$ cat config.mk
export PLATFORM = sky130hd
export DESIGN_NAME = fp_sub_arbiter
export DESIGN_NICKNAME = d
export VERILOG_FILES = /design/src/rtl/fp_sub_arbiter.sv
export SDC_FILE = /design/constraint.sdc
export NUM_CORES = 1
export LEC_CHECK = 0
export BUFFER_PORTS_ARGS = -buffer_cell sky130_fd_sc_hd__buf_2
export CAP_MARGIN = 20
export CORE_AREA = 2 2 157 159
export CTS_BUF_LIST = sky130_fd_sc_hd__clkbuf_8
export DETAILED_ROUTE_END_ITERATION = 6
export DIE_AREA = 0 0 159 161
export GPL_TIMING_DRIVEN = 0
export SYNTH_ARGS = -nofsm -noshare
export SYNTH_HDL_FRONTEND = slang
export SYNTH_SLANG_ARGS = --single-unit
export TNS_END_PERCENT = 100
$ cat constraint.sdc
create_clock -name CLK -period 3.01 [get_ports CLK]
set_input_delay 0.1505 -clock CLK [delete_from_list [all_inputs] [get_ports CLK]]
set_output_delay 0.1505 -clock CLK [all_outputs]
set_load 0.03 [all_outputs]
$ cat src/rtl/fp_sub_arbiter.sv
// Round-robin front end sharing one external combinational FP32 subtractor among NUM_REQ requesters.
// Latency: grant at t -> resp_valid at t+2; one op in flight; optional stats under FP_SUB_ARB_STATS_EN.
// Backpressure: resp_valid/result/tag held until resp_ready; no new grant is issued until then.
module fp_sub_arbiter #(
    parameter int NUM_REQ = 4,
    parameter int TAG_W   = $clog2(NUM_REQ)
) (
    input  logic                   CLK,
    input  logic                   nRST,
    input  logic [NUM_REQ-1:0]     req_valid,
    input  logic [NUM_REQ*32-1:0]  req_data1,
    input  logic [NUM_REQ*32-1:0]  req_data2,
    output logic [NUM_REQ-1:0]     req_ready,
    output logic [31:0]            sub_data1,
    output logic [31:0]            sub_data2,
    input  logic [31:0]            sub_result,
    output logic                   resp_valid,
    input  logic                   resp_ready,
    output logic [31:0]            resp_result,
    output logic [TAG_W-1:0]       resp_tag,
    output logic                   busy
`ifdef FP_SUB_ARB_STATS_EN
    ,
    output logic [15:0]            op_count,
    output logic [NUM_REQ-1:0]     last_grant_vec
`endif
);

    typedef enum logic [1:0] {
        S_IDLE = 2'd0,
        S_EXEC = 2'd1,
        S_RESP = 2'd2
    } state_t;

    state_t                 r_state;
    state_t                 w_state_nxt;
    logic [TAG_W-1:0]       r_rr_ptr;
    logic [TAG_W-1:0]       r_tag;
    logic [31:0]            r_sub_data1;
    logic [31:0]            r_sub_data2;
    logic                   r_resp_valid;
    logic [31:0]            r_resp_result;
    logic [TAG_W-1:0]       r_resp_tag;

    logic [2*NUM_REQ-1:0]   w_dbl;
    logic [NUM_REQ-1:0]     w_rot;
    logic                   w_found;
    logic [TAG_W-1:0]       w_idx;
    logic [NUM_REQ-1:0]     w_grant;
    logic                   w_hs_req;
    logic                   w_hs_resp;

    function automatic logic [TAG_W-1:0] idx_add(input logic [TAG_W-1:0] base, input int off);
        int s;
        s = int'(base) + off;
        if (s >= NUM_REQ) s = s - NUM_REQ;
        return TAG_W'(s);
    endfunction

    // Rotate the request vector so bit 0 is the current priority holder.
    assign w_dbl = {req_valid, req_valid} >> r_rr_ptr;
    assign w_rot = w_dbl[NUM_REQ-1:0];

    // Descending scan: the lowest rotated position wins because it is written last.
    always_comb begin
        w_found = 1'b0;
        w_idx   = '0;
        for (int k = NUM_REQ - 1; k >= 0; k--) begin
            if (w_rot[k]) begin
                w_found = 1'b1;
                w_idx   = idx_add(r_rr_ptr, k);
            end
        end
    end

    assign w_grant   = w_found ? (NUM_REQ'(1) << w_idx) : '0;
    assign w_hs_req  = (r_state == S_IDLE) && w_found;
    assign w_hs_resp = (r_state == S_RESP) && resp_ready;

    // Gated with nRST so a held request never sees a grant while reset is asserted.
    assign req_ready = ((r_state == S_IDLE) && nRST) ? w_grant : '0;
    assign busy      = (r_state != S_IDLE);

    always_ff @(posedge CLK or negedge nRST) begin
        if (!nRST) r_state <= S_IDLE;
        else       r_state <= w_state_nxt;
    end

    always_comb begin
        w_state_nxt = r_state;
        case (r_state)
            S_IDLE:  if (w_found) w_state_nxt = S_EXEC;
            S_EXEC:  w_state_nxt = S_RESP;
            S_RESP:  if (resp_ready) w_state_nxt = S_IDLE;
            default: w_state_nxt = S_IDLE;
        endcase
    end

    always_ff @(posedge CLK or negedge nRST) begin
        if (!nRST) begin
            r_rr_ptr      <= '0;
            r_tag         <= '0;
            r_sub_data1   <= '0;
            r_sub_data2   <= '0;
            r_resp_valid  <= 1'b0;
            r_resp_result <= '0;
            r_resp_tag    <= '0;
        end else begin
            if (w_hs_req) begin
                r_sub_data1 <= req_data1[32*w_idx +: 32];
                r_sub_data2 <= req_data2[32*w_idx +: 32];
                r_tag       <= w_idx;
                r_rr_ptr    <= idx_add(w_idx, 1);
            end
            if (r_state == S_EXEC) begin
                r_resp_result <= sub_result;
                r_resp_tag    <= r_tag;
                r_resp_valid  <= 1'b1;
            end else if (w_hs_resp) begin
                r_resp_valid  <= 1'b0;
            end
        end
    end

    assign sub_data1   = r_sub_data1;
    assign sub_data2   = r_sub_data2;
    assign resp_valid  = r_resp_valid;
    assign resp_result = r_resp_result;
    assign resp_tag    = r_resp_tag;

`ifdef FP_SUB_ARB_STATS_EN
    logic [15:0]        r_op_count;
    logic [NUM_REQ-1:0] r_last_grant;

    always_ff @(posedge CLK or negedge nRST) begin
        if (!nRST) begin
            r_op_count   <= '0;
            r_last_grant <= '0;
        end else begin
            if (w_hs_resp && (r_op_count != 16'hFFFF)) r_op_count <= r_op_count + 16'd1;
            if (w_hs_req) r_last_grant <= w_grant;
        end
    end

    assign op_count       = r_op_count;
    assign last_grant_vec = r_last_grant;
`endif

endmodule

==> metrics.txt, run 1 <==
outcome=finished, final reports clean; HP Class=in -> reg; Hold Path Origin=req_data2[123]; top cell type's share of synthesized area=46.56%; CP required=2.86 ns; syn nets=768; Ports=399; Hold Violations, Final=0; Synth async-reset ratio=100.0%; worst r2r dst=sub_data2[17]; yosys warns=0; vias per cell=4.437; Hold Path Stages=3; Mapped Cells=473; Crit Path Max Fanout=10; hold worst-path end=sub_data2[27]; post-synthesis register bit count=105; Main synth FF type=dfrtp_1; Min Hold Slack=0.05316 ns; Clock Latency Late Sink=0.39 ns; fmax=375.0 MHz; Tightest Pin Transition=0.8496 ns; area grow syn2layout=52.39%; DRC=0; gr usage total=15.94%; gp weighted congestion=0.7942; Slew Limit Fails=0; reg2reg setup slack=0.61 ns; DP Wirelength=16.48 mm; Antenna Violating Nets Remaining=0; power per cell area=1023 nW/um2; Worst-path clk slew=0.12 ns; setup TNS=0 ns; pin count of the biggest net entering global routing=63; initial antenna violation count=0; TritonCTS Buffers=9; Critical Path Start Type=register; CP arrival=2.52 ns; DRT iter0 DRCs=225; Inserted Diodes=0; post-synthesis instance area=5643 um2; endpoints failing setup=0; GR Overflow Total=0; port bufs=398; placed cells=1196; Syn Area/Cell=11.93 um2; Core Area=23960 um2; routed len/inst=16.89 um; PnR worst setup slack=0.3436 ns; count leader, synth=mux2i_1; Total Routed Length=21.03 mm; Post-synth EDFFs=0; CTS tree=done; Pre-antenna DRT Iters=4; post-route insts no fill=1245; routed via count=5524; Layout Skew=0.01495 ns; Clock Tree Root=clkbuf_8; post-CTS sizing=0; maximum VDD drop=0.3674 mV; largest area contributor in the netlist=dfrtp_1; Distinct cells, synth=32; Die Area=25600 um2; Nets=1211; CP Capture Type=output port; CTS Sinks=105; num rows=57; unrepaired setup endpoints after global routing=no; CP Class=reg -> out; H-tree Lvls=3; first-pass GRT wire length=31.94 mm; Die Ht=161 um; final period utilization=88.58%; post-synthesis sequential area ratio=46.56%; Initial Util=23.55%; Commonest cells post-synth=mux2i_1, dfrtp_1, a21oi_1; CTS max path bufs=2; fin crit period=2.666 ns; post-layout util=35.89%; Slew headroom=43.36%; worst r2r path cells=7; leak pwr=4.337 nW; Max-Cap Viols=0; Reg2Reg Launch Point=r_state[1]; layout cells sized above 1=52.44%; leading post-synthesis cells by cell area=dfrtp_1, mux2i_1, o2bb2ai_1; number of global-route vias before repair=5856; Die Width=159 um; Post-Place Worst Slack=0.5252 ns
[worst max-delay path, stage by stage (launching register included)]
cell and delay, ns:
dfrtp_1 0.42, or2_1 0.27, or2_1 0.22, buf_2 0.16, inv_2 0.18, buf_2 0.29, nand3b_1 0.14, nor2_1 0.20
buf_2 0.24
[per-layer routing]
| layer | up-vias | track usage, % | wire, um | share of wire [%] |
|---|---|---|---|---|
| met1 | 2604 | 19.24 | 8637 | 41 |
| met3 | 12 | 2.799 | 1276 | 6.1 |
| met5 | - | 0 | 0 | 0 |
| met2 | 241 | 28.93 | 10840 | 52 |
| li1 | 2667 | - | - | - |
| met4 | 0 | 4.959 | 278 | 1.3 |
[report_power, final]
group | switching [mW] | internal (mW) | total (mW)
logic | 3.42 | 1.96 | 5.38
clock network | 0.571 | 0.343 | 0.915
registers | 0.377 | 2.13 | 2.51
total | 4.36 | 4.43 | 8.80
[how the worst max path moves through the flow]
stage	cells after the start	end	slack, ns	startpoint
finish	8	req_ready[1]	0.34	r_state[1]
global route	8	req_ready[1]	0.16	r_state[1]
CTS	8	req_ready[1]	0.23	r_state[1]
detailed placement	7	sub_data2[25]	0.53	r_state[1]
global placement	4	req_ready[1]	-0.04	nRST
floorplan	7	req_ready[2]	0.95	r_state[1]
[cell usage in the layout (no fill, tap or decap), types with 2 or more instances in the layout]
master and instances:
a21oi_1 66, buf_1 5, nand2_1 2, or2_1 2, buf_6 4, o21ai_0 4
clkbuf_1 4, a21o_1 2, mux2i_1 129, dfrtp_1 105, clkinv_4 2, nor2_1 8
clkbuf_8 10, o2bb2ai_1 64, inv_1 2, dlygate4sd3_1 33, buf_2 414, mux2_2 34
buf_4 10
[area by class of cell]
class	count	area, um2
tap	324	405.4
sequential	105	2628
timing repair buffer	432	2352
clock inverter	6	61.31
fill	2444	15360
clock buffer	10	137.6
buffer	39	231.5
multi-input combinational	326	2773
inverter	3	11.26
[logic make-up (layout without fill, tap and decap cells)]
family	Yosys count	after routing	synth area share [%]
muxes	163	163	29.67
DFF	105	105	46.56
and+or+nand+nor	20	20	1.863
xor gates and xnor gates	1	1	0.1552
AOI/OAI and AO/OA	142	142	17.45
buffers and inverters	42	490	4.301
[stage by stage]
step                power, mW  area, um2
detailed placement      7.947       8070
global placement        7.860       8040
floorplan               6.203       5643
global route            9.377       8600
finish                  8.797       8600
CTS                     8.928       8600
[timing repair]
action,CTS,global route
endpoints found under the hold margin,93,0
setup buffers,0,0
hold buffers,33,0
[state kept, by name, summed over array words and instances, names as in the netlist]
signal	flops
sub_data2	32
resp_valid	1
r_rr_ptr	2
resp_tag	2
resp_result	32
sub_data1	32
r_tag	2
r_state	2
(Power assumes the default switching activity.)
==> run 2, diff against run 1 <==
--- a/config.mk
+++ b/config.mk
@@ -12,6 +12,7 @@
 export DETAILED_ROUTE_END_ITERATION = 6
 export DIE_AREA = 0 0 159 161
 export GPL_TIMING_DRIVEN = 0
+export MAX_ROUTING_LAYER = met4
 export SYNTH_ARGS = -nofsm -noshare
 export SYNTH_HDL_FRONTEND = slang
 export SYNTH_SLANG_ARGS = --single-unit
==> metrics.txt, run 2 (synthesis results as in run 1) <==
Antenna Violating Nets Remaining=0 (unchanged); fmax=375.5 MHz (+0.12%); Total Routed Length=21.03 mm (about the same); Nets=1211 (unchanged); area grow syn2layout=52.39% (unchanged); Inserted Diodes=0 (unchanged); Die Width=159 um (unchanged); placed cells=1196 (unchanged); Min Hold Slack=0.05337 ns (+0.0002092 ns); Worst-path clk slew=0.12 ns (about the same); TritonCTS Buffers=9 (unchanged); gp weighted congestion=0.8055 (+1.4%); DRC=0 (unchanged); Crit Path Max Fanout=10 (unchanged); routed via count=5515 (-0.16%); fin crit period=2.663 ns (-0.003254 ns); layout cells sized above 1=52.44% (unchanged); Pre-antenna DRT Iters=4 (unchanged); post-layout util=35.89% (unchanged); leak pwr=4.337 nW (unchanged); CP required=2.86 ns (about the same); maximum VDD drop=0.3683 mV (+0.25%); unrepaired setup endpoints after global routing=no; Register Area=2628 um2 (unchanged); commonest non-fill, non-tap cell in the layout=buf_2; Slew Limit Fails=0 (unchanged); Core Area=23960 um2 (unchanged); first-pass GRT wire length=31.95 mm (about the same); Initial Util=23.55% (unchanged); Post-Place Worst Slack=0.5252 ns (unchanged); CTS Sinks=105 (unchanged); postcts setup bufs=0 (unchanged); Area after DPL=8070 um2 (unchanged); power per cell area=1023 nW/um2 (about the same); GR Overflow Total=0 (unchanged); CP arrival=2.51 ns (about the same); area of the multi-input gates=2773 um2 (unchanged); Critical Path Start Type=register; Pwr Total=8.796 mW (about the same); DP Wirelength=16.48 mm (unchanged); initial antenna violation count=0 (unchanged); vias per cell=4.430 (-0.16%); design area=8600 um2 (unchanged); final period utilization=88.48% (-0.11 points); worst-path cell chain=or2_1 -> or2_1 -> buf_2 -> inv_2 -> buf_2 -> nand3b_1 -> nor2_1 -> buf_2; H-tree Lvls=3 (unchanged); Crit path largest cell delay=0.42 ns (about the same); port bufs=398 (unchanged); most used cell, CP=buf_2; Clock Tree Root=clkbuf_8; num rows=57 (unchanged); routed len/inst=16.89 um (about the same); post-route insts no fill=1245 (unchanged); Slew headroom=43.00% (-0.36 points); Max-Cap Viols=0 (unchanged); Die Area=25600 um2 (unchanged); number of global-route vias before repair=5858 (+0.034%); pin count of the biggest net entering global routing=63 (unchanged); Die Ht=161 um (unchanged); CP Class=reg -> out; CTS max path bufs=2 (unchanged); Hold Violations, Final=0 (unchanged); setup TNS=0 ns (unchanged); HP Class=in -> reg; most frequent cells in the layout=buf_2, mux2i_1, dfrtp_1, a21oi_1, o2bb2ai_1; CP Capture Type=output port; Tightest Pin Transition=0.8549 ns (+0.005350 ns); CP max-delay cell=dfrtp_1; gr usage total=16.42% (+0.48 points); Fill cells=2444 (unchanged); CTS tree=done; Layout Skew=0.01494 ns (-0.000005800 ns); Ports=399 (unchanged); endpoints failing setup=0 (unchanged); outcome=finished, final reports clean; Clock Latency Late Sink=0.39 ns (about the same); DRT iter0 DRCs=235 (+4.4%); PnR worst setup slack=0.3469 ns (+0.003254 ns)
[run 2: final timing paths]
check | from | to | slack [ns] | cells after the start
worst max-delay path | r_state[1] | req_ready[1] | 0.35 | 8
worst min-delay path | req_data2[123] | sub_data2[27] | 0.05 | 3
worst max register to register | r_state[1] | sub_data1[27] | 0.61 | 7
worst min register to register | r_tag[1] | r_tag[1] | 0.49 | 1
max in group asynchronous | nRST | sub_data2[15] | 1.88 | 3
min in group asynchronous | nRST | resp_result[20] | 0.41 | 2
[run 2: report_power, final]
group | total [mW] | switching (mW) | internal [mW] | leakage, nW
clock | 0.915 | 0.572 | 0.343 | 0.0978
sequential | 2.51 | 0.378 | 2.13 | 1.18
combinational | 5.37 | 3.41 | 1.96 | 3.06
[run 2: per-layer routing]
metal | global-route usage, % | wire length (um) | vias to the layer above
met5 | - | 0 | -
met4 | 4.959 | 278 | 0
met3 | 2.517 | 1093 | 12
met2 | 28.93 | 10830 | 229
met1 | 19.41 | 8826 | 2608
li1 | - | - | 2666
[run 2: critical path, delay by kind of cell (launching register included)]
| family | cells | cell delay [ns] |
|---|---|---|
| buffers and inverters | 4 | 0.88 |
| DFF | 1 | 0.42 |
| and+or+nand+nor | 4 | 0.83 |
[run 2: layout make-up]
class / instances / area share, %
Buffer: 39 / 2.692
Clock buffer: 10 / 1.600
Clock inverter: 6 / 0.7129
Inverter: 3 / 0.1309
Multi-Input combinational cell: 326 / 32.24
Sequential cell: 105 / 30.55
Tap cell: 324 / 4.714
Timing Repair Buffer: 432 / 27.35
[run 2: repair_timing]
action	4_1_cts	5_1_grt
hold buffers	33	0
gates resized for setup	0	0
hold endpoints to repair	93	0
==> run 3, diff against run 2 <==
--- a/config.mk
+++ b/config.mk
@@ -11,8 +11,10 @@
 export CTS_BUF_LIST = sky130_fd_sc_hd__clkbuf_8
 export DETAILED_ROUTE_END_ITERATION = 6
 export DIE_AREA = 0 0 159 161
+export GPL_ROUTABILITY_DRIVEN = 0
 export GPL_TIMING_DRIVEN = 0
 export MAX_ROUTING_LAYER = met4
+export SETUP_SLACK_MARGIN = 0.4
 export SYNTH_ARGS = -nofsm -noshare
 export SYNTH_HDL_FRONTEND = slang
 export SYNTH_SLANG_ARGS = --single-unit
==> metrics.txt, run 3 (synthesis results as in run 1) <==
CP max-delay cell=dfrtp_1; Clock Latency Late Sink=0.39 ns (about the same); Critical Path Source=r_state[1]; outcome=finished, final reports clean; Antenna Violating Nets Remaining=0 (unchanged); Slew Limit Fails=0 (unchanged); Ports=399 (unchanged); num rows=57 (unchanged); routed len/inst=16.89 um (about the same); routed via count=5539 (+0.44%); Core Area=23960 um2 (unchanged); reg2reg setup slack=0.72 ns (+0.11 ns); initial antenna violation count=0 (unchanged); CP Capture Type=output port; most frequent cells in the layout=buf_2, mux2i_1, dfrtp_1, a21oi_1, o2bb2ai_1; Area after DPL=8070 um2 (unchanged); number of global-route vias before repair=5858 (unchanged); Crit path largest cell delay=0.42 ns (about the same); worst r2r path cells=8 (+1); Stages on worst setup path=8 (unchanged); CTS tree=done; DRT iter0 DRCs=228 (-3.0%); Die Ht=161 um (unchanged); leak pwr=4.340 nW (about the same); vias per cell=4.449 (+0.44%); fin crit period=2.444 ns (-0.2196 ns); buffer and inverter count on the worst path=4 (unchanged); layout cells sized above 1=52.55% (+0.11 points); Hold Violations, Final=0 (unchanged); DP Wirelength=16.48 mm (unchanged); Pwr Total=8.821 mW (+0.29%); TritonCTS Buffers=9 (unchanged); CP arrival=2.29 ns (-0.22 ns); setup TNS=0 ns (unchanged); CP Capture Point=req_ready[1]; design area=8620 um2 (+0.23%); Critical Path Start Type=register; Max-Cap Viols=0 (unchanged); Nets=1211 (unchanged); CP required=2.86 ns (about the same); Clock Tree Root=clkbuf_8; Initial Util=23.55% (unchanged); gr usage total=16.42% (unchanged); first-pass GRT wire length=31.95 mm (unchanged); unrepaired setup endpoints after global routing=no; Inserted Diodes=0 (unchanged); H-tree Lvls=3 (unchanged); port bufs=398 (unchanged); Slew headroom=42.85% (-0.15 points); worst r2r dst=sub_data2[1]; HP Class=in -> reg; CP Class=reg -> out; fmax=409.2 MHz (+9.0%); final period utilization=81.18% (-7.3 points); GR Overflow Total=0 (unchanged); Reg2Reg Launch Point=r_state[1]; Worst-path clk slew=0.12 ns (about the same); Tightest Pin Transition=0.8572 ns (+0.002272 ns); CTS Sinks=105 (unchanged); endpoints failing setup=0 (unchanged); Total Routed Length=21.03 mm (about the same); PnR worst setup slack=0.5664 ns (+0.2196 ns); Layout Skew=0.01463 ns (-0.0003092 ns); power per cell area=1023 nW/um2 (about the same); area grow syn2layout=52.75%; DRC=0 (unchanged); Post-Place Worst Slack=0.5252 ns (unchanged); Die Width=159 um (unchanged); maximum VDD drop=0.3674 mV (-0.24%); Top Family by Delay on Critical Path=simple AND/OR/NAND/NOR gates; Crit Path Max Fanout=10 (unchanged); pin count of the biggest net entering global routing=63 (unchanged); commonest non-fill, non-tap cell in the layout=buf_2; Pre-antenna DRT Iters=4 (unchanged); worst-path cell chain=or2_1 -> or2_1 -> buf_2 -> inv_4 -> buf_4 -> nand3b_1 -> nor2_2 -> buf_4; CTS max path bufs=2 (unchanged); Die Area=25600 um2 (unchanged)
run 3: power breakdown:
part           total (mW)  switching, mW  internal [mW]  leakage (nW)
sequential           2.51          0.377           2.13          1.18
combinational        5.40           3.43           1.97          3.06
clock               0.915          0.571          0.343        0.0978
run 3: area by class of cell:
type,instances,area (um2)
clock buffer,10,137.6
inverter,3,13.76
timing repair buffer,432,2355
tap,324,405.4
buffer,39,236.5
fill,2440,15340
clock inverter,6,61.31
sequential,105,2628
multi-input combinational,326,2783
run 3: worst register-to-register path, delay by kind of cell (launching register included):
kind,cells,cell delay (ns)
and+or+nand+nor,3,0.70
buffers and inverters,4,0.96
DFF,1,0.42
AOI/OAI and AO/OA,1,0.12
run 3: metal layers:
layer  global-route usage [%]  share of wire [%]  vias to the layer above
met5                        -                  0                        -
met4                    4.959                1.3                        0
met3                    2.517                5.3                       12
met2                    28.93                 52                      234
met1                    19.41                 42                     2624
li1                         -                  -                     2669
run 3: worst min path at each step:
stage | depth (start not counted) | slack, ns | from | to
2_1_floorplan | 0 | -0.15 | nRST | r_rr_ptr[0]
3_3_place_gp | 2 | 0.38 | sub_result[1] | resp_result[1]
3_5_place_dp | 1 | 0.32 | nRST | resp_result[13]
4_1_cts | 3 | 0.02 | req_data2[123] | sub_data2[27]
5_1_grt | 3 | 0.04 | req_data2[123] | sub_data2[27]
6_report | 3 | 0.05 | req_data2[123] | sub_data2[27]
run 3: repair_timing:
action / in CTS / in global routing
endpoints found under the hold margin: 93 / 0
endpoints found under the setup margin: 4 / 6
buffers inserted: 0 / 0
gates resized for setup: 4 / 2
hold buffers: 33 / 0
run 3: stage by stage:
step           util (%)  std cells  hold slack, ns
2_1_floorplan         -        473         -0.1451
3_3_place_gp      33.55       1195          0.3824
3_5_place_dp      33.68       1196          0.3233
4_1_cts           35.93       1245         0.02200
5_1_grt           35.97       1245         0.04189
6_report          35.97       1245         0.05351
